**config.mk**
```make
export PLATFORM = sky130hd
export DESIGN_NAME = gamecontrol_seq_flat
export DESIGN_NICKNAME = d
export VERILOG_FILES = /design/src/rtl/gamecontrol_seq_if.sv /design/src/rtl/gamecontrol_seq.sv /design/src/flat_wrapper.sv
export SDC_FILE = /design/constraint.sdc
export NUM_CORES = 1
export LEC_CHECK = 0
export ABC_AREA = 1
export CAP_MARGIN = 15
export CELL_PAD_IN_SITES_DETAIL_PLACEMENT = 1
export CELL_PAD_IN_SITES_GLOBAL_PLACEMENT = 1
export CORE_ASPECT_RATIO = 1.25
export CORE_UTILIZATION = 47
export CTS_CLUSTER_DIAMETER = 40
export DETAILED_ROUTE_END_ITERATION = 10
export DONT_BUFFER_PORTS = 1
export GPL_ROUTABILITY_DRIVEN = 0
export MAX_ROUTING_LAYER = met4
export PLACE_DENSITY_LB_ADDON = 0.1
export SLEW_MARGIN = 40
export SYNTH_ARGS = -nofsm -noshare
export SYNTH_HDL_FRONTEND = slang
export SYNTH_SLANG_ARGS = --single-unit
```
**constraint.sdc**
```tcl
create_clock -name clk -period 2.7 [get_ports clk]
set_input_delay 0.81 -clock clk [delete_from_list [all_inputs] [get_ports clk]]
set_output_delay 0.81 -clock clk [all_outputs]
set_load 0.03 [all_outputs]
```
**src/rtl/gamecontrol_seq_if.sv**
```systemverilog
// Game controller bus: everything the sequence-memory controller exchanges with
// its surroundings except clock and reset.
//
// Signals
//   morse_number  digit offered by the morse source
//   game_start    level; starts or restarts a game
//   level         requested sequence length, sampled at round start
//   load          one-cycle strobe qualifying user_input
//   user_input    digit entered by the player
//   timeout       global game time expired
//   reconfig      one-cycle request to reconfigure the digit source
//   enable        a game is running (drives the global timer)
//   number        digit currently displayed, 0 when none
//   correct       outcome of the last completed round
//   round_done    one-cycle pulse when a round is scored
//   game_over     game has ended
//   score_ones    BCD score units
//   score_tens    BCD score tens
//   state_dbg     controller state, for observation only
//
// Modports: slave is the controller, master is its environment.
//
// Handshake: there is no ready/valid pair. load is a single-cycle strobe and
// user_input is meaningful only in a cycle where load=1; the controller takes
// it in the COLLECT state and silently drops it anywhere else. Every output
// is a level or a one-cycle pulse and needs no acknowledge.
interface gamecontrol_seq_if #(
  parameter int DW = 4,
  parameter int LW = 3
);
  logic [DW-1:0] morse_number;
  logic          game_start;
  logic [LW-1:0] level;
  logic          load;
  logic [DW-1:0] user_input;
  logic          timeout;
  logic          reconfig;
  logic          enable;
  logic [DW-1:0] number;
  logic          correct;
  logic          round_done;
  logic          game_over;
  logic [3:0]    score_ones;
  logic [3:0]    score_tens;
  logic [2:0]    state_dbg;

  modport slave (
    input  morse_number, game_start, level, load, user_input, timeout,
    output reconfig, enable, number, correct, round_done, game_over,
           score_ones, score_tens, state_dbg
  );

  modport master (
    output morse_number, game_start, level, load, user_input, timeout,
    input  reconfig, enable, number, correct, round_done, game_over,
           score_ones, score_tens, state_dbg
  );
endinterface

```
**src/rtl/gamecontrol_seq.sv**
```systemverilog
// Sequence-memory game controller. Each round displays len digits (taken from
// the morse source, one every SHOW_CYCLES cycles), then collects len digits
// from the player and scores the round into a saturating two-digit BCD count.
//
// Ports
//   clk   system clock
//   rst   asynchronous active-low reset
//   bus   gamecontrol_seq_if.slave (all game inputs and outputs)
module gamecontrol_seq #(
  parameter int DW          = 4,
  parameter int MAX_LEN     = 4,
  parameter int LW          = 3,
  parameter int SHOW_CYCLES = 250000000
) (
  input  logic             clk,
  input  logic             rst,
  gamecontrol_seq_if.slave bus
);

  localparam int LENW = $clog2(MAX_LEN + 1);
  localparam int IW   = (MAX_LEN > 1) ? $clog2(MAX_LEN) : 1;
  localparam int TW   = (SHOW_CYCLES > 1) ? $clog2(SHOW_CYCLES) : 1;

  typedef enum logic [2:0] {
    S_IDLE       = 3'd0,
    S_RECONFIG   = 3'd1,
    S_WAIT_START = 3'd2,
    S_SHOW       = 3'd3,
    S_COLLECT    = 3'd4,
    S_DECISION   = 3'd5,
    S_GAMEOVER   = 3'd6
  } state_t;

  state_t          state_q, state_d;
  logic [LENW-1:0] len_q;
  logic [LENW-1:0] idx_q;
  logic [TW-1:0]   timer_q;
  logic            match_q;
  logic [DW-1:0]   dig_buf [MAX_LEN];
  logic [DW-1:0]   number_q;
  logic            correct_q;
  logic [3:0]      ones_q;
  logic [3:0]      tens_q;

  logic reconfig_c, enable_c, round_done_c, game_over_c;
  logic in_round, abort, show_done, slot_first, slot_last, collect_last;

  // Out-of-range lengths are folded into 1..MAX_LEN.
  function automatic logic [LENW-1:0] clamp_len(input logic [LW-1:0] lvl);
    if (lvl == '0)                return LENW'(1);
    else if (int'(lvl) > MAX_LEN) return LENW'(MAX_LEN);
    else                          return LENW'(lvl);
  endfunction

  assign in_round     = (state_q == S_SHOW) || (state_q == S_COLLECT) ||
                        (state_q == S_DECISION);
  assign abort        = in_round && bus.timeout;
  // idx == len in SHOW is one trailing cycle after the last slot; it lets the
  // final digit stay on number for the full SHOW_CYCLES like the others.
  assign show_done    = (idx_q == len_q);
  assign slot_first   = (timer_q == '0);
  assign slot_last    = (timer_q == TW'(SHOW_CYCLES - 1));
  assign collect_last = bus.load && ((idx_q + LENW'(1)) == len_q);

  always_comb begin
    state_d      = state_q;
    reconfig_c   = 1'b0;
    enable_c     = 1'b0;
    round_done_c = 1'b0;
    game_over_c  = 1'b0;
    case (state_q)
      S_IDLE:       state_d = S_RECONFIG;
      S_RECONFIG: begin
        reconfig_c = 1'b1;
        state_d    = S_WAIT_START;
      end
      S_WAIT_START: if (bus.game_start) state_d = S_SHOW;
      S_SHOW: begin
        enable_c = 1'b1;
        if (show_done) state_d = S_COLLECT;
      end
      S_COLLECT: begin
        enable_c = 1'b1;
        if (collect_last) state_d = S_DECISION;
      end
      S_DECISION: begin
        enable_c     = 1'b1;
        round_done_c = 1'b1;
        state_d      = S_SHOW;
      end
      S_GAMEOVER: begin
        game_over_c = 1'b1;
        if (bus.game_start) state_d = S_RECONFIG;
      end
      default:      state_d = S_IDLE;
    endcase
    if (abort) state_d = S_GAMEOVER;
  end

  always_ff @(posedge clk or negedge rst) begin
    if (!rst) begin
      state_q   <= S_IDLE;
      len_q     <= '0;
      idx_q     <= '0;
      timer_q   <= '0;
      match_q   <= 1'b0;
      number_q  <= '0;
      correct_q <= 1'b0;
      ones_q    <= '0;
      tens_q    <= '0;
      for (int i = 0; i < MAX_LEN; i++) dig_buf[i] <= '0;
    end else begin
      state_q <= state_d;
      if (abort) begin
        // Timeout freezes score and correct; only the display is blanked.
        number_q <= '0;
      end else begin
        case (state_q)
          S_IDLE: begin
            idx_q   <= '0;
            timer_q <= '0;
            match_q <= 1'b0;
            for (int i = 0; i < MAX_LEN; i++) dig_buf[i] <= '0;
          end
          S_WAIT_START: begin
            if (bus.game_start) begin
              len_q     <= clamp_len(bus.level);
              idx_q     <= '0;
              timer_q   <= '0;
              number_q  <= '0;
              correct_q <= 1'b0;
              ones_q    <= '0;
              tens_q    <= '0;
            end
          end
          S_SHOW: begin
            if (show_done) begin
              number_q <= '0;
              idx_q    <= '0;
              timer_q  <= '0;
              match_q  <= 1'b1;
            end else begin
              if (slot_first) begin
                dig_buf[idx_q[IW-1:0]] <= bus.morse_number;
                number_q               <= bus.morse_number;
              end
              if (slot_last) begin
                timer_q <= '0;
                idx_q   <= idx_q + LENW'(1);
              end else begin
                timer_q <= timer_q + TW'(1);
              end
            end
          end
          S_COLLECT: begin
            if (bus.load) begin
              if (bus.user_input != dig_buf[idx_q[IW-1:0]]) match_q <= 1'b0;
              idx_q <= idx_q + LENW'(1);
            end
          end
          S_DECISION: begin
            correct_q <= match_q;
            if (match_q) begin
              if (ones_q == 4'd9) begin
                if (tens_q != 4'd9) begin
                  ones_q <= 4'd0;
                  tens_q <= tens_q + 4'd1;
                end
              end else begin
                ones_q <= ones_q + 4'd1;
              end
            end
            len_q   <= clamp_len(bus.level);
            idx_q   <= '0;
            timer_q <= '0;
          end
          S_GAMEOVER: number_q <= '0;
          default: ;
        endcase
      end
    end
  end

  assign bus.reconfig   = reconfig_c;
  assign bus.enable     = enable_c;
  assign bus.round_done = round_done_c;
  assign bus.game_over  = game_over_c;
  assign bus.number     = number_q;
  assign bus.correct    = correct_q;
  assign bus.score_ones = ones_q;
  assign bus.score_tens = tens_q;
  assign bus.state_dbg  = state_q;

endmodule

```
**src/flat_wrapper.sv**
```systemverilog
// flat-port wrapper written by rule: the top's interface ports become plain ports
module gamecontrol_seq_flat 
#(
  parameter int DW          = 4,
  parameter int MAX_LEN     = 4,
  parameter int LW          = 3,
  parameter int SHOW_CYCLES = 250000000
)
  (clk, rst, bus_morse_number, bus_game_start, bus_level, bus_load, bus_user_input, bus_timeout, bus_reconfig, bus_enable, bus_number, bus_correct, bus_round_done, bus_game_over, bus_score_ones, bus_score_tens, bus_state_dbg);
  gamecontrol_seq_if #(.DW(DW), .LW(LW)) bus_i ();
  input  logic clk;
  input  logic rst;
  input wire logic [$bits(bus_i.morse_number)-1:0] bus_morse_number;
  input wire logic [$bits(bus_i.game_start)-1:0] bus_game_start;
  input wire logic [$bits(bus_i.level)-1:0] bus_level;
  input wire logic [$bits(bus_i.load)-1:0] bus_load;
  input wire logic [$bits(bus_i.user_input)-1:0] bus_user_input;
  input wire logic [$bits(bus_i.timeout)-1:0] bus_timeout;
  output wire logic [$bits(bus_i.reconfig)-1:0] bus_reconfig;
  output wire logic [$bits(bus_i.enable)-1:0] bus_enable;
  output wire logic [$bits(bus_i.number)-1:0] bus_number;
  output wire logic [$bits(bus_i.correct)-1:0] bus_correct;
  output wire logic [$bits(bus_i.round_done)-1:0] bus_round_done;
  output wire logic [$bits(bus_i.game_over)-1:0] bus_game_over;
  output wire logic [$bits(bus_i.score_ones)-1:0] bus_score_ones;
  output wire logic [$bits(bus_i.score_tens)-1:0] bus_score_tens;
  output wire logic [$bits(bus_i.state_dbg)-1:0] bus_state_dbg;
  assign bus_i.morse_number = bus_morse_number;
  assign bus_i.game_start = bus_game_start;
  assign bus_i.level = bus_level;
  assign bus_i.load = bus_load;
  assign bus_i.user_input = bus_user_input;
  assign bus_i.timeout = bus_timeout;
  assign bus_reconfig = bus_i.reconfig;
  assign bus_enable = bus_i.enable;
  assign bus_number = bus_i.number;
  assign bus_correct = bus_i.correct;
  assign bus_round_done = bus_i.round_done;
  assign bus_game_over = bus_i.game_over;
  assign bus_score_ones = bus_i.score_ones;
  assign bus_score_tens = bus_i.score_tens;
  assign bus_state_dbg = bus_i.state_dbg;
  gamecontrol_seq #(.DW(DW), .MAX_LEN(MAX_LEN), .LW(LW), .SHOW_CYCLES(SHOW_CYCLES)) u_core (.clk(clk), .rst(rst), .bus(bus_i));
endmodule
```
# ---- Yosys cells after proc, flatten, opt, wreduce, memory -nomap -nowiden
# Cells that the tools add are included.
dict set report totals {
  output_inout_bits 20
  word_cells 126
  reg_bits 67
}
dict set report op_classes {
  add_sub_neg 4
  bitwise 2
  n_lt_le_gt_ge 3
  n_mux 51
  eq_ne 28
  reduce_logical 25
}
# operator n
set op_table {}
lappend op_table {{2-to-1 mux 28 bit} 3}
lappend op_table {{one-hot mux 28 bit (3 select lines)} 1}
lappend op_table {{2-to-1 mux 4 bit} 13}
lappend op_table {{2-to-1 mux 3 bit} 12}
lappend op_table {{2-to-1 mux 16 bit} 2}
lappend op_table {{one-hot mux 16 bit (2 select lines)} 1}
lappend op_table {{adder 28 x 1 -> 28 bit (second input constant)} 1}
lappend op_table {{equality test 28 bit (second input constant)} 1}
lappend op_table {{zero test 28 bit} 1}
lappend op_table {{one-hot mux 3 bit (7 select lines)} 1}
lappend op_table {{bitwise mux 16 bit} 1}
lappend op_table {{one-hot mux 4 bit (2 select lines)} 2}
lappend op_table {{AND reduction 5 bit} 3}
lappend op_table {{inequality test 2 bit (second input constant)} 6}
lappend op_table {{one-hot mux 3 bit (4 select lines)} 1}
lappend op_table {{one-hot mux 4 bit (3 select lines)} 1}
lappend op_table {{equality test 3 bit (second input constant)} 3}
lappend op_table {{inequality test 3 x 1 -> 1 bit (second input constant)} 3}
lappend op_table {{AND reduction 3 bit} 3}
lappend op_table {{adder 4 x 1 -> 4 bit (second input constant)} 2}
lappend op_table {{binary-select mux 4 bit (select 2 bit)} 1}
lappend op_table {{demux 4 bit (select 2 bit)} 1}
lappend op_table {{2-to-1 mux 1 bit} 8}
lappend op_table {{AND reduction 4 bit} 2}
lappend op_table {{other kinds (28)} 40}

# ---- Longest topological paths before layout
# Gate-level depths: netlist (run 1).
dict set report logic_depth {
  depth_word 9
  ltp_mapped 12
  ltp_nobuf 11
}

# ---- Least setup slack after synthesis (run 1)
# Ideal clock, no wire load.
dict set report synth_timing {
  path_kind {register to output}
  from {register u_core.state_q[1], in the netlist u_core.bus.state_dbg[1]}
  to {output bus_round_done}
  slack_ps 627
  stages_incl_launch_ff 4
  t_required_ps 1890
  arrival_time_ps 1263
  path_cell_list {dfrtp_1 > inv_1 > nand2_1 > nor2_1}
}
dict set report synth_between {
  elab_chain_len 2
}
# element line
set synth_rtl {}
lappend synth_rtl {{from (decl)} gamecontrol_seq.sv:34} ;# state_t state_q, state_d;
lappend synth_rtl {{from (signal assigned)} gamecontrol_seq.sv:113} ;# state_q <= state_d;
lappend synth_rtl {{equality test 3 bit} gamecontrol_seq.sv:71} ;# case (state_q)
lappend synth_rtl {{2-to-1 mux 1 bit} gamecontrol_seq.sv:71}
lappend synth_rtl {{to (decl)} flat_wrapper.sv:23} ;# output wire logic [$bits(bus_i.round_done)-1:0] bus_round_done;
# No other way between the ends.

# ---- Worst setup path in the final report (run 1)
dict set report layout_timing {
  from {register u_core.state_q[0], in the netlist u_core.bus.state_dbg[0]}
  to {output bus_game_over}
}
dict set report layout_between {
  elab_chain_len 2
}
# element line
set layout_rtl {}
lappend layout_rtl {{equality test 3 bit} gamecontrol_seq.sv:71}
lappend layout_rtl {{2-to-1 mux 1 bit} gamecontrol_seq.sv:71}
lappend layout_rtl {{to (decl)} flat_wrapper.sv:24} ;# output wire logic [$bits(bus_i.game_over)-1:0] bus_game_over;
# No other way between the ends.

==> reports/results.ini, run 1 <==
[power_and_ir_drop]
switchingPower_mw=2.22
intPower_mw=2.20
power_frac_comb_pct=47.5
ir_drop_v=0.000408
power.density_nw_per_um2=954
clkPwrFrac_pct=19.8
sw_frac_of_total_pct=50.2
finalPower_mw=4.42
power_frac_seq_pct=32.7
p_leak_nw=2.28

[place]
hpwl_mm=8.88
dp.cells=727
io_buffers=0

[logic_synthesis]
ys_ff_latch=67
syn-num-nets=640
netlist_instances=614
synth_area_sq_um=4350
synth_async_sr_flop_share_pct=100
synthFlopType=dfrtp_1
synth_area_leaders=dfrtp_1 39%, nand2_1 17%, nor2_1 6.9%, nand4_1 6.6%, nand3_1 5.4%
yosysSeqAreaShare_pct=38.6
synth.top_cell.area_share_pct=38.6
synth-warning-count=0
ys_types=35
synth-edff-count=0
avgSynthCellArea_sq_um=7.08
yosys.area.top_type=dfrtp_1

[clock_network]
cts.path.max_buffers=2
cts_tree=yes
clock_sinks=67
cts_hold_buf=0
h-tree-depth=3
clk_latency_ps=370
cts_resized=0
clkTransAtPathRegs_ps=70
post_cts_buffers=0
cts_buffers=9
cts-root-buf=clkbuf_8

[worst_setup_path]
critPathKind=flip-flop to output pin
end_kind=output pin
critPathMaxFanout=6
start_kind=flip-flop
cp.arrival_ps=1630
crit_required_ps=1890

[run_status]
outcome=finished, final reports clean

[die]
fp.coreArea_sq_um=8840
die_area_sq_um=9640
start_util_pct=49.1
core.rowCount=38
die_w_microns=88
dieHeight_microns=110
io_pins=36

[timing]
fin_crit_sh_pct=90.5
fin_skew_ps=8.48
period_needed_ps=2440
rsz0062_at_grt=false
worstMarginPinSlew_ps=697
final.setup.tns_ps=0
hold_viol_final=0
setup_violations=0
relSlewSlack_pct=53.0
drv_slew=0
fmax_mhz=409

[hold_path]
hp-class=input port to async pin

[drt]
drt_iter0_drc=173
ant_nets=0
first_pass_iters=4
drc=0
drt_wl_total_mm=11.8
num_vias=4004
drt-vias-per-instance=5.40
wire_per_inst_microns=15.8

[global_routing]
grt_first_pass_wirelength_mm=19.8
grt_antenna_before_repair=0
grt_pass1_vias=4260
grt_overflow=0
grt_max_degree=68
track_usage_pct=27.7

[layout]
area_growth_pct=6.71
nets=644
drive_above_1_share_pct=8.20
stdcell_count=742
n_antenna_cell=0

[run]
drv_cap=0

-- power groups by stage --
| stage | registers [mW] | logic, mW | clock network (mW) |
|---|---|---|---|
| final | 1.45 | 2.10 | 0.876 |
| after global routing | 1.47 | 2.35 | 0.932 |
| after CTS | 1.45 | 2.12 | 0.898 |
| after detailed placement | 1.47 | 2.12 | 0 |
| after global placement | 1.46 | 2.03 | 0 |
| after floorplan | 1.42 | 1.73 | 0 |
-- cells by family (layout without fill, tap and decap cells) --
logic type | after synthesis | in the layout | share of synthesized area, %
buf+inv | 82 | 90 | 8.21
xor+xnor | 11 | 11 | 2.22
compound gates | 34 | 34 | 4.15
fa+ha+maj | 10 | 10 | 2.88
simple gates | 409 | 409 | 43.7
mux | 1 | 1 | 0.230
flops | 67 | 67 | 38.6
-- per-layer routing --
| metal | vias to the layer above | share of wire, % | GRT usage, % |
|---|---|---|---|
| met5 | - | 0 | - |
| met3 | 13 | 2.6 | 4.80 |
| li1 | 1992 | - | - |
| met4 | 0 | 1.5 | 8.90 |
| met2 | 32 | 53 | 49.9 |
| met1 | 1967 | 43 | 30.7 |
-- state kept, by name, indices dropped and copies added, names as in the netlist --
signal,count
u_core.len_q,3
u_core.timer_q,28
u_core.idx_q,3
u_core.bus.score_ones,4
u_core.match_q,1
u_core.bus.score_tens,4
u_core.bus.number,4
u_core.bus.correct,1
u_core.bus.state_dbg,3
u_core.dig_buf,16
-- cell usage after synthesis, types with 4 or more instances --
master / number
nand4_1: 46
inv_1: 62
nor3_1: 11
o21ai_0: 17
nand2_1: 195
or2_2: 5
xnor2_1: 4
inv_2: 6
nand2_2: 4
dfrtp_1: 67
ha_1: 10
nand3_1: 47
a21oi_1: 10
nor2_1: 80
xor2_1: 7
nand3b_1: 4
buf_6: 4
nor2_2: 4
nand3_4: 5
-- metrics by stage --
step | setup WS [ps] | util [%] | cell area [sq um] | hold slack (ps)
floorplan | 627 | - | 4350 | 442
global placement | 565 | 50.2 | 4440 | 454
detailed placement | 405 | 50.2 | 4440 | 461
CTS | 238 | 52.4 | 4640 | 117
global route | 185 | 52.4 | 4640 | 116
finish | 256 | 52.4 | 4640 | 131
-- final timing paths --
check / cells after the start / to / startpoint / slack [ps]
worst min-delay path: 0 / u_core.dig_buf[4]$_DFFE_PN0P_ / rst / 130
min in group clk: 2 / u_core.dig_buf[1]$_DFFE_PN0P_ / u_core.dig_buf[1]$_DFFE_PN0P_ / 470
worst max register to register: 9 / u_core.bus.number[3]$_DFFE_PN0P_ / u_core.bus.state_dbg[0]$_DFFE_PN0P_ / 420
worst min register to register: 2 / u_core.dig_buf[1]$_DFFE_PN0P_ / u_core.dig_buf[1]$_DFFE_PN0P_ / 470
worst max-delay path: 3 / bus_game_over / u_core.bus.state_dbg[0]$_DFFE_PN0P_ / 260
max in group asynchronous: 0 / u_core.timer_q[3]$_DFFE_PN0P_ / rst / 2470
-- cells in the final DEF, fill, tap and decap left out --
| master | n |
|---|---|
| nand3_2 | 2 |
| o21ai_1 | 3 |
| nor2_2 | 4 |
| a21oi_1 | 10 |
| inv_1 | 62 |
| clkinv_1 | 1 |
| nand2_1 | 195 |
| ha_1 | 10 |
| clkbuf_1 | 2 |
| nand3_4 | 5 |
| xnor2_1 | 4 |
| o21ai_0 | 17 |
| and3_1 | 1 |
| o31ai_1 | 1 |
| a22oi_1 | 1 |
| nand3_1 | 47 |
| bufinv_16 | 1 |
| nand2_8 | 1 |
| a31o_2 | 1 |
| nand2_4 | 3 |
| nand2_2 | 4 |
| clkbuf_8 | 11 |
| nand3b_1 | 4 |
| dfrtp_1 | 67 |
| nand4_1 | 46 |
| mux2i_1 | 1 |
| clkinv_2 | 1 |
| nor2_1 | 80 |
| xor2_1 | 7 |
| nor2_4 | 1 |
| or2_2 | 5 |
| buf_4 | 6 |
| o22ai_1 | 1 |
| nor3_1 | 11 |
| inv_2 | 6 |
-- layout make-up --
type | instances | area [sq um]
fillers | 1202 | 4210
multi-input cells | 465 | 2310
flip-flops and latches | 67 | 1680
inverters | 69 | 259
clock buffers | 13 | 159
well taps | 120 | 150
repair buffers | 6 | 45.0
clock inverters | 2 | 35.0
-- worst max-delay path, stage by stage, from the launching register on --
cell	delay, ps
dfrtp_1	550
inv_2	160
nand2_1	90
nor2_1	470
Power figures use the tool's default switching activity.
==> run 2: changes to the inputs <==
--- a/config.mk
+++ b/config.mk
@@ -6,7 +6,6 @@
 export NUM_CORES = 1
 export LEC_CHECK = 0
 export ABC_AREA = 1
-export CAP_MARGIN = 15
 export CELL_PAD_IN_SITES_DETAIL_PLACEMENT = 1
 export CELL_PAD_IN_SITES_GLOBAL_PLACEMENT = 1
 export CORE_ASPECT_RATIO = 1.25
==> results of run 2 <==
No change in the layout: final DEF, timing and power equal those of run 1.
==> run 3: changes to the inputs <==
--- a/config.mk
+++ b/config.mk
@@ -9,7 +9,8 @@
 export CELL_PAD_IN_SITES_DETAIL_PLACEMENT = 1
 export CELL_PAD_IN_SITES_GLOBAL_PLACEMENT = 1
 export CORE_ASPECT_RATIO = 1.25
-export CORE_UTILIZATION = 47
+export CORE_MARGIN = 4
+export CORE_UTILIZATION = 30
 export CTS_CLUSTER_DIAMETER = 40
 export DETAILED_ROUTE_END_ITERATION = 10
 export DONT_BUFFER_PORTS = 1
==> run 3 against run 2 <==
Compared with the run above: design area up 4.2%; highest routed layer unchanged; non-clock buffer count up 5; setup slack better by 210 ps; maximum frequency up 9.5%; combinational power up 6%; final cell count up 8.2%; largest cell class unchanged.
==> reports/results.ini, run 3 (synthesized netlist as in run 1, its figures left out) <==
[worst_setup_path]
cp.arrival_ps=1420
crit_required_ps=1890
end_kind=output pin
critPathKind=flip-flop to output pin
critPathMaxFanout=4
start_kind=flip-flop

[clock_network]
cts_tree=yes
cts.path.max_buffers=2
cts_resized=0
clkTransAtPathRegs_ps=60
cts_buffers=9
clock_sinks=67
post_cts_buffers=0
cts-root-buf=clkbuf_16
h-tree-depth=3
clk_latency_ps=350
cts_hold_buf=0

[drt]
drc=0
drt-vias-per-instance=4.96
wire_per_inst_microns=15.9
drt_iter0_drc=180
num_vias=3984
drt_wl_total_mm=12.8
ant_nets=0
first_pass_iters=4

[timing]
setup_violations=0
fmax_mhz=448
fin_crit_sh_pct=82.6
fin_skew_ps=9.25
drv_slew=0
rsz0062_at_grt=false
period_needed_ps=2230
relSlewSlack_pct=65.9
final.setup.tns_ps=0
hold_viol_final=0
worstMarginPinSlew_ps=508

[layout]
final_cell_mix=195 x nand2_1, 80 x nor2_1, 67 x dfrtp_1
drive_above_1_share_pct=9.39
nets=649
postLayoutCoreUtil_pct=34.5
n_antenna_cell=0
area_growth_pct=11.1
largest_register=u_core.timer_q
largest_reg_flops=28
reg.largest.list=u_core.timer_q x28, u_core.dig_buf x16
final_common_cell=nand2_1

[hold_path]
hp-class=input port to async pin

[global_routing]
grt_pass1_vias=4298
track_usage_pct=17.0
grt_overflow=0
grt_antenna_before_repair=0
grt_max_degree=68
grt_first_pass_wirelength_mm=21.6

[die]
fp.coreArea_sq_um=14000
io_pins=36
start_util_pct=31.1
die_w_microns=116
core.rowCount=48
die_area_sq_um=16500
dieHeight_microns=143

[power_and_ir_drop]
p_leak_nw=2.34
ir_drop_v=0.000476
finalPower_mw=4.77
power.density_nw_per_um2=987

[place]
hpwl_mm=9.61
io_buffers=0

[run]
drv_cap=0

[run_status]
outcome=finished, final reports clean

-- run 3: changes by cell type in the layout (fill, tap and decap cells not counted), sizes merged --
cell      change
clkbuf        -3
bufinv        -1
buf           +5
clkinv        +2
clkinvlp      +3
-- run 3: final cells by class --
class                      instances  area, sq um
fill                            1763         9160
clock inverter                     6         41.3
timing repair buffer              11         82.6
sequential                        67         1680
tap                              175          219
clock buffer                      10          239
inverter                          69          259
multi-input combinational        465         2310
-- run 3: final timing paths --
kind | start | endpoint | slack (ps) | depth (start not counted)
setup / recovery | u_core.bus.state_dbg[1]$_DFFE_PN0P_ | bus_reconfig | 470 | 4
setup reg to reg | u_core.idx_q[1]$_DFFE_PN0P_ | u_core.bus.state_dbg[1]$_DFFE_PN0P_ | 680 | 10
hold / removal | rst | u_core.dig_buf[8]$_DFFE_PN0P_ | 150 | 0
min in group clk | u_core.dig_buf[11]$_DFFE_PN0P_ | u_core.dig_buf[11]$_DFFE_PN0P_ | 480 | 2
hold reg to reg | u_core.dig_buf[11]$_DFFE_PN0P_ | u_core.dig_buf[11]$_DFFE_PN0P_ | 480 | 2
max in group asynchronous | rst | u_core.timer_q[1]$_DFFE_PN0P_ | 2430 | 0
-- run 3: worst max-delay path, stage by stage (launching register included) --
cell and delay [ps]:
dfrtp_1 410, buf_4 190, nor2_1 170, nand2_1 90
inv_1 220
-- run 3: power by group --
group          leakage, nW  internal (mW)  switching (mW)
Sequential           0.922           1.16           0.241
Clock                0.130          0.645           0.493
Combinational         1.28          0.618            1.62
Total                 2.34           2.42            2.35
-- run 3: metal layers --
| layer | routed length, microns | global-route usage, % |
|---|---|---|
| met2 | 6720 | 30.5 |
| met1 | 5540 | 19.2 |
| met4 | 144 | 4.58 |
| met5 | 0 | - |
| met3 | 360 | 3.19 |
-- run 3: per-stage QoR --
stage / setup slack [ps] / std cells / instance area, sq um / hold slack, ps
2_1_floorplan: 627 / 614 / 4350 / 442
5_1_grt: 373 / 803 / 4830 / 139
3_5_place_dp: 593 / 787 / 4550 / 463
6_report: 469 / 803 / 4830 / 152
4_1_cts: 450 / 803 / 4830 / 144
3_3_place_gp: 633 / 787 / 4550 / 461
==> variant 1, RTL diff (config.mk and constraints of run 2) <==
`LW` is set to 3 in 3 places; all go to 6.
--- a/src/rtl/gamecontrol_seq_if.sv
+++ b/src/rtl/gamecontrol_seq_if.sv
@@ -28,3 +28,3 @@
   parameter int DW = 4,
-  parameter int LW = 3
+  parameter int LW = 6
 );
--- a/src/rtl/gamecontrol_seq.sv
+++ b/src/rtl/gamecontrol_seq.sv
@@ -11,3 +11,3 @@
   parameter int MAX_LEN     = 4,
-  parameter int LW          = 3,
+  parameter int LW          = 6,
   parameter int SHOW_CYCLES = 250000000
--- a/src/flat_wrapper.sv
+++ b/src/flat_wrapper.sv
@@ -5,3 +5,3 @@
   parameter int MAX_LEN     = 4,
-  parameter int LW          = 3,
+  parameter int LW          = 6,
   parameter int SHOW_CYCLES = 250000000
Ports: changed (resized bus_level); port bits go from 36 to 39. The function was not compared with the original's and may differ.
==> variant 1 against run 2 <==
Utilization is 0.28 points lower. Synthesized area is 2.5% lower. Combinational power is 14% lower. Setup slack worse by 0.084 ns. Cell count is 0.13% higher. Largest power group unchanged. Wire length is 0.42% lower. Critical endpoint is now bus_enable. Via count is 0.37% higher. Total power is 8.1% lower. Largest cell class unchanged. Sequential cell count stayed put. Critical path type unchanged. Synthesized cell count stayed put. Final area is 2.1% lower.
==> variant 1: results (changes against run 2) <==
metric;value;unit;change
CTS-repair resized insts;0;;unchanged
top cells by count, synth;nand2_1, nor2_1, dfrtp_1;;unchanged
async set-reset flop share out of synthesis;100;%;unchanged
Storage cell area;1680;um2;unchanged
Slew @ Worst Pin;0.610;ns;was 0.697 ns
Static Leak;2.29;nW;was 2.28 nW
antenna violations before repair;0;;unchanged
post-synthesis sequential area ratio;39.6;%;was 38.6%
met3 WL post-DR;365;um;was 309 um
Fin Hold WS;0.136;ns;was 0.131 ns
DRT iter0 DRCs;116;;was 173
status;complete, no violations;;unchanged
worst IR drop on VDD;594;uV;was 408 uV
Placement Cell Area;4350;um2;was 4440 um2
Clock power frac;20.9;%;was 19.8%
share of cells above drive strength 1;5.46;%;was 8.20%
combinational power;1.80;mW;was 2.10 mW
library cells used by synthesis;36;;was 35
post-detail-place hpwl;8850;um;was 8880 um
power density over the cells;896;nW/um2;was 954 nW/um2
first-pass GRT wire length;20000;um;was 19,800 um
Worst Skew;0.00856;ns;was 0.00848 ns
vias in the first global route;4237;;was 4,260
Tot GR Track Use;28.6;%;was 27.7%
final WL;11700;um;was 11,800 um
WS Path Type;flip-flop to primary output;;unchanged
nets;647;;was 644
crit-path max FO;11;;was 6
capture point of the worst path;bus_enable;;was bus_game_over
Syn Nets;643;;was 640
met3 GRT Util;5.80;%;was 4.80%
met1 wire length;4870;um;was 5000 um
worst reg2reg startpoint;u_core.bus.state_dbg[2]$_DFFE_PN0P_;;was u_core.bus.state_dbg[0]$_DFFE_PN0P_
Fillers;1182;;was 1,202
met2 usage;49.6;%;was 49.9%
Vias/cell;5.41;;was 5.40
RR Endpoint;u_core.bus.number[2]$_DFFE_PN0P_;;was u_core.bus.number[3]$_DFFE_PN0P_
M1 GR Usage;31.6;%;was 30.7%
Root Driver;clkbuf_8;;unchanged
Synth area leaders;dfrtp_1, nand2_1, nor2_1;;unchanged
met2 wire length;6190;um;was 6270 um
FF-to-FF setup slack;0.28;ns;was 0.42 ns
cell-internal power;2.08;mW;was 2.20 mW
==> variant 1: kinds of logic (layout without fill, tap and decap cells) <==
kind of cell,after synthesis,in the layout,share of synthesized area [%]
compound gates,27,27,3.60
xor+xnor,19,19,3.93
fa+ha+maj,10,10,2.95
buf+inv,82,91,8.01
flops,67,67,39.6
simple gates,409,409,41.9
==> variant 1: stage by stage <==
step | setup WS (ns) | instances
5_1_grt | 0.00395 | 743
3_5_place_dp | 0.317 | 727
4_1_cts | 0.178 | 743
3_3_place_gp | 0.409 | 727
2_1_floorplan | 0.728 | 614
6_report | 0.172 | 743
==> variant 1: final cells by class <==
cell class / count / area share (%)
inverter: 69 / 5.71
clock inverter: 2 / 0.772
sequential: 67 / 36.9
clock buffer: 14 / 3.36
timing repair buffer: 6 / 0.993
tap: 120 / 3.31
multi-input combinational: 465 / 48.9
==> variant 1: worst max-delay path: stages, from the launching register on <==
cell     delay, ns
dfrtp_1       0.56
inv_2         0.21
nand3_2       0.22
nand2_1       0.18
buf_4         0.18
==> variant 2, RTL diff (config.mk and constraints of run 2) <==
Without the edit above. Reset style: synchronous (`rst`), changed in one clocked block. Comments in the files are not updated.
--- a/src/rtl/gamecontrol_seq.sv
+++ b/src/rtl/gamecontrol_seq.sv
@@ -99,3 +99,3 @@
 
-  always_ff @(posedge clk or negedge rst) begin
+  always_ff @(posedge clk) begin
     if (!rst) begin
Formal check against the unedited RTL: differs if rst is asserted again (counterexample within 4 cycles, from zero or initial values and one cycle with rst low); with rst held inactive, the same outputs for 10 cycles.
==> variant 2 against run 2 <==
The flow now finishes with violations (design-rule violations). Synthesized area shrank 7.1%. Register-to-register slack got worse by 0.07 ns. Sequential power grew 7%. Wire length decreased by 6.4%. Sequential cell count is 2 higher. Total power down 16%. Setup slack improved by 0.030 ns. Final area decreased by 7.0%. Highest routed layer unchanged.
==> variant 2: results (changes against run 2) <==
metric;value;unit;change
failing checks;design-rule violations;;
post-detail-place hpwl;8700;um;was 8880 um
share of cells above drive strength 1;6.75;%;was 8.20%
kind of cell adding the most delay to the critical path;flip-flops;;was simple AND/OR/NAND/NOR gates
FF-to-FF setup slack;0.35;ns;was 0.42 ns
FF-to-FF path depth;8;;was 9
status;finished with violations;;was complete, no violations
Hold Path Class;flip-flop to flip-flop;;was input pin to async pin
first-pass GRT wire length;18600;um;was 19,800 um
Static Leak;1.79;nW;was 2.28 nW
Synth area leader;dfxtp_1;;was dfrtp_1
max_slew headroom;56.3;%;was 53.0%
RR Endpoint;u_core.dig_buf[1][2]$_SDFFCE_PN0P_;;was u_core.bus.number[3]$_DFFE_PN0P_
Worst Path Arrival;1.60;ns;was 1.63 ns
via count;3874;;was 4,004
Tot GR Track Use;27.2;%;was 27.7%
delay of the slowest critical-path stage;0.60;ns;was 0.55 ns
DRC;4;;was 0
top cells by count, synth;nand2_1, nor2_1, inv_1;;was nand2_1, nor2_1, dfrtp_1
crit-path max FO;7;;was 6
async set-reset flop share out of synthesis;0;%;was 100%
worst IR drop on VDD;306;uV;was 408 uV
Wirelength per Cell;15.6;um;was 15.8 um
Worst Skew;0.0114;ns;was 0.00848 ns
post-synthesis sequential area ratio;38.2;%;was 38.6%
met2 wire length;5860;um;was 6270 um
==> variant 2: changes by cell type after synthesis, moves of 16 or more <==
cell,change
a21oi_1,+16
dfrtp_1,-67
dfxtp_1,+53
edfxtp_1,+16
nand2_1,-39
nand4_1,-24
nor2_1,+17
==> variant 2: metrics by stage <==
stage	instances	power, mW	util [%]	setup slack [ns]	hold slack, ns
CTS	704	3.77	52.0	0.266	0.506
floorplan	596	2.68	-	0.686	0.459
finish	704	3.73	52.0	0.286	0.508
global route	704	4.01	52.0	0.175	0.535
detailed placement	688	3.00	49.9	0.338	0.495
global placement	688	2.94	49.9	0.443	0.485
==> variant 2: cell type report <==
type                            instances  area (um2)
Multi-Input combinational cell        444        2160
Clock buffer                           14         163
Inverter                               73         274
Clock inverter                          2        10.0
Timing Repair Buffer                    5        37.5
Fill cell                            1136        3980
Sequential cell                        69        1540
Tap cell                               97         121
==> variant 2: report_power, final <==
group          internal (mW)  switching [mW]  leakage (nW)
logic                  0.416           0.992          1.09
clock network          0.382           0.392        0.0905
registers               1.28           0.275         0.608
total                   2.08            1.66          1.79
==> variant 2: worst min path at each step <==
stage / cells after the start / from / end / slack, ns
6_report: 2 / u_core.len_q[2]$_SDFFE_PN0P_ / u_core.len_q[2]$_SDFFE_PN0P_ / 0.51
5_1_grt: 2 / u_core.len_q[0]$_SDFFE_PN0P_ / u_core.len_q[0]$_SDFFE_PN0P_ / 0.53
4_1_cts: 2 / u_core.timer_q[1]$_SDFFE_PN0P_ / u_core.timer_q[1]$_SDFFE_PN0P_ / 0.51
3_5_place_dp: 2 / u_core.timer_q[1]$_SDFFE_PN0P_ / u_core.timer_q[1]$_SDFFE_PN0P_ / 0.50
3_3_place_gp: 2 / u_core.timer_q[1]$_SDFFE_PN0P_ / u_core.timer_q[1]$_SDFFE_PN0P_ / 0.49
2_1_floorplan: 2 / u_core.len_q[0]$_SDFFE_PN0P_ / u_core.len_q[0]$_SDFFE_PN0P_ / 0.46
==> variant 2: per-layer routing <==
metal	vias up	track usage [%]
met3	24	5.17
met4	0	12.2
met5	-	-
met1	1839	29.0
li1	1947	-
met2	64	48.7
==> variant 2: tightest hold or removal path, cell delays in order (launching register included) <==
cell and delay (ns):
dfxtp_1 0.34, inv_1 0.06, a211oi_1 0.06
==> variant 2: logic make-up (layout without fill, tap and decap cells) <==
logic type | Yosys count | after routing | synth area share (%)
AND/OR/NAND/NOR | 373 | 373 | 41.4
adder cells (fa/ha/maj) | 10 | 10 | 3.10
buffers and inverters | 83 | 94 | 8.21
XOR/XNOR | 11 | 11 | 2.39
AO/OA/AOI/OAI | 50 | 50 | 6.76
flip-flops | 69 | 69 | 38.2
